File: src/rtl/gate_checker_hold_timer.sv
// Counts the cycles a vector has been held and flags the final hold cycle.
// HOLD is expected to lie in 2..255 so the count fits in 8 bits.
module hold_timer #(
  parameter int unsigned HOLD = 4
) (
  input  logic clk,
  input  logic rst,
  input  logic clear_i,
  input  logic enable_i,
  output logic last_o
);

  localparam logic [7:0] LAST_CNT = 8'(HOLD - 1);

  logic [7:0] holdCnt_q;
  logic [7:0] holdCnt_d;

  assign last_o = (holdCnt_q == LAST_CNT);

  // Wrap to zero after the last hold cycle so the next vector starts fresh
  always_comb begin
    holdCnt_d = holdCnt_q;
    if (clear_i) begin
      holdCnt_d = 8'd0;
    end else if (enable_i) begin
      holdCnt_d = last_o ? 8'd0 : holdCnt_q + 8'd1;
    end
  end

  // Counter register
  always_ff @(posedge clk) begin
    if (rst) begin
      holdCnt_q <= 8'd0;
    end else begin
      holdCnt_q <= holdCnt_d;
    end
  end

endmodule

File: config.mk
export PLATFORM = sky130hd
export DESIGN_NAME = hold_timer
export DESIGN_NICKNAME = d
export VERILOG_FILES = /design/src/rtl/gate_checker_hold_timer.sv
export SDC_FILE = /design/constraint.sdc
export NUM_CORES = 1
export LEC_CHECK = 0
export CAP_MARGIN = 15
export CORE_AREA = 2 2 39 41
export DETAILED_ROUTE_END_ITERATION = 12
export DIE_AREA = 0 0 41 43
export SLEW_MARGIN = 10
export SYNTH_ARGS = -nofsm -noshare
export SYNTH_HDL_FRONTEND = slang
export SYNTH_SLANG_ARGS = --single-unit
File: constraint.sdc
create_clock -name clk -period 1.5 [get_ports clk]
set_input_delay 0.15 -clock clk [delete_from_list [all_inputs] [get_ports clk]]
set_output_delay 0.15 -clock clk [all_outputs]
set_load 0.02 [all_outputs]
==> results of run 1 <==
## cells in the final DEF, fill, tap and decap left out, types with 2 or more instances in the layout
cell type and n:
dfxtp_1 8, a21oi_1 4, or3_1 3, xor2_1 2
buf_4 15, nor2_1 4, clkdlybuf4s50_1 3, clkbuf_4 3
nand3_1 2, nand4_1 3, nand2_1 3, o21ai_0 3
## per-layer routing
metal  vias up  GRT usage [%]  share of wire (%)
met5         -              0                  0
met2         3           19.4                 53
met3         2           6.28                2.1
li1        208              -                  -
met4         0           12.0               0.75
met1       194           15.7                 44
## cell type report
cell class	instances	share of cell area [%]
inverter	1	0.612
multi-input combinational	34	41.2
tap	16	3.27
clock buffer	3	3.67
sequential	8	26.1
timing repair buffer	19	25.1
## logic make-up (layout without fill, tap and decap cells)
| family | Yosys count | count (layout) | synth area share (%) |
|---|---|---|---|
| flip-flops | 8 | 8 | 39.0 |
| XOR/XNOR | 2 | 2 | 4.27 |
| buffers and inverters | 3 | 23 | 3.05 |
| AO/OA/AOI/OAI | 10 | 10 | 18.9 |
| multiplexers | 1 | 1 | 2.44 |
| AND/OR/NAND/NOR | 20 | 20 | 29.3 |
| adder cells (fa/ha/maj) | 1 | 1 | 3.05 |
## worst min-delay path, cell delays in order, from the launching register on
cell and delay [ns]:
dfxtp_1 0.30, buf_4 0.13, o21ai_0 0.06, a21oi_1 0.06
## how the worst min path moves through the flow
stage,start,to,slack [ns],cells after the start
after floorplan,rst,holdCnt_q[5],0.34,3
after global placement,holdCnt_q[1],holdCnt_q[1],0.58,3
after detailed placement,holdCnt_q[1],holdCnt_q[1],0.59,3
after CTS,rst,holdCnt_q[1],0.60,4
after global routing,rst,holdCnt_q[6],0.61,3
final,holdCnt_q[7],holdCnt_q[7],0.60,3
## timing repair
action,4_1_cts,5_1_grt
gates cloned,0,0
endpoints found under the hold margin,0,0
gates resized for setup,6,1
setup buffers,1,0
pin swaps,4,0
setup endpoints to repair,5,6
## where the power goes
part           switching [mW]  internal [mW]
registers             0.00125          0.214
clock network          0.0728         0.0915
logic                  0.0136         0.0197
total                  0.0876          0.326
## through the flow
stage / instance area, sq um / hold slack [ns]
2_1_floorplan: 419 / 0.345
3_3_place_gp: 576 / 0.583
3_5_place_dp: 576 / 0.587
4_1_cts: 607 / 0.599
5_1_grt: 613 / 0.610
6_report: 613 / 0.602
==> flow_metrics.env, run 1 <==
export IMPL_outcome="finished with violations"
export IMPL_violations="setup timing"
export IMPL_cts_tree="yes"
export IMPL_first_pass_iters=4
export IMPL_drive_above_1_share_pct=36.9
export IMPL_hpwl_um=731
export IMPL_vdd_drop_max_uv=384
export IMPL_maxSlewHeadroom_pct=75.3
export IMPL_postRouteAntennaNets=0
export IMPL_startpoint_type="flip-flop"
export IMPL_min_period_over_period_pct=113
export IMPL_clockBufferDepth=2
export IMPL_post_route_util_pct=44.3
export IMPL_slew_viol_final=0
export IMPL_yosysMostFrequentCell="dfxtp_1"
export IMPL_cp_arrival_ns=1.55
export IMPL_ios=5
export IMPL_path_max_fanout=2
export IMPL_synth_cells=45
export IMPL_dp_slack_ns=-0.387
export IMPL_r2r_start="holdCnt_q[7]"
export IMPL_reg2reg_to="holdCnt_q[7]"
export IMPL_yosys_area_top_type_share_pct=39.0
export IMPL_fin_setup_tns_ns=-0.694
export IMPL_grt_max_degree=8
export IMPL_yosysSeqAreaShare_pct=39.0
export IMPL_synthTopCellsByCount="dfxtp_1 (8), a21oi_1 (4), nor2_1 (4)"
export IMPL_fmax_ghz=0.590
export IMPL_reg_top3="holdCnt_q: 8 flops"
export IMPL_yosys_warnings=0
export IMPL_endpoint="last_o"
export IMPL_root_buffer="clkbuf_4"
export IMPL_via_count=407
export IMPL_crit_family="simple AND/OR/NAND/NOR gates"
export IMPL_critical_path_max_stage_delay_ns=0.55
export IMPL_area_growth_pct=49.4
export IMPL_period_needed_ns=1.70
export IMPL_r2r_cells=5
export IMPL_path_buf_inv=1
export IMPL_place_congestion=0.744
export IMPL_clk_pin_slew_ns=0.05
export IMPL_cts_sinks=8
export IMPL_end_kind="primary output"
export IMPL_grt_antenna_before_repair=0
export IMPL_drc=0
export IMPL_syn_nets=50
export IMPL_fin_worst_skew_ns=0.00222
export IMPL_synth_top_cell_by_area="dfxtp_1"
export IMPL_synthFlopType="dfxtp_1"
export IMPL_setup_viol=5
export IMPL_hp_class="flip-flop to flip-flop"
export IMPL_reg2reg_slack_ns=-0.13
export IMPL_critical_path_required_ns=1.35
export IMPL_layout_setup_ws_ns=-0.195
export IMPL_hold_viol=0
export IMPL_worstMarginPinSlew_ns=0.369
export IMPL_track_usage_pct=14.1
export IMPL_viasPerCell=5.02
export IMPL_synth_seq_cells=8
export IMPL_multi_input_area_sq_um=253
export IMPL_dieArea_sq_um=1760
export IMPL_synth_cell_types=22
export IMPL_initialDrtViolationCount=8
export IMPL_cap_violations=0
export IMPL_grt_pass1_wl_um=1510
export IMPL_start_util_pct=29.7
export IMPL_seq_area_sq_um=160
export IMPL_largest_reg_flops=8
export IMPL_cp_depth=3
export IMPL_core_area_sq_um=1380
export IMPL_gr_total_overflow=0
export IMPL_ctsHoldBuffers=0
export IMPL_worstSetupPathType="flip-flop to primary output"
export IMPL_grt_pass1_vias=352
export IMPL_wire_per_inst_um=11.6
export IMPL_startpoint="holdCnt_q[7]"
export IMPL_crit_slowest_cell="or4_4"
export IMPL_synth_area_per_cell_sq_um=9.12
export IMPL_synth_edf_count=0
export IMPL_routed_wl_um=937
export IMPL_clkLatencyLatePin_ns=0.25
export IMPL_leakagePower_nw=0.231
export IMPL_total_power_mw=0.413
export IMPL_cts_buffers=3
export IMPL_die_w_um=41
export IMPL_ctsHtreeMaxLevel=1
export IMPL_place_inst=77
export IMPL_nets=72
export IMPL_num_antenna_cells=0
export IMPL_path_cells="or4_4 -> nor4b_4 -> buf_4"
export IMPL_n_fill_cell=137
export IMPL_synthArstFlopShare_pct=0
export IMPL_die_h_um=43
export IMPL_instances_no_fill=81
export IMPL_rsz0062_at_grt="yes"
export IMPL_top_register="holdCnt_q"
export IMPL_port_buffers=4
export IMPL_powerDensity_nw_per_um2=674
export IMPL_synth_area_leaders="dfxtp_1 (39%), o41ai_4 (6.7%), a21oi_1 (4.9%), nand4_1 (4.6%), or3_1 (4.6%)"
export IMPL_rows=14
export IMPL_syn_area_sq_um=410
Note: power is estimated with default switching activity, not from simulation.
==> inputs of run 2 (changes only) <==
--- a/config.mk
+++ b/config.mk
@@ -5,7 +5,6 @@
 export SDC_FILE = /design/constraint.sdc
 export NUM_CORES = 1
 export LEC_CHECK = 0
-export CAP_MARGIN = 15
 export CORE_AREA = 2 2 39 41
 export DETAILED_ROUTE_END_ITERATION = 12
 export DIE_AREA = 0 0 41 43
==> results of run 2 <==
The final DEF is identical to that of run 1; final timing and power are the same.
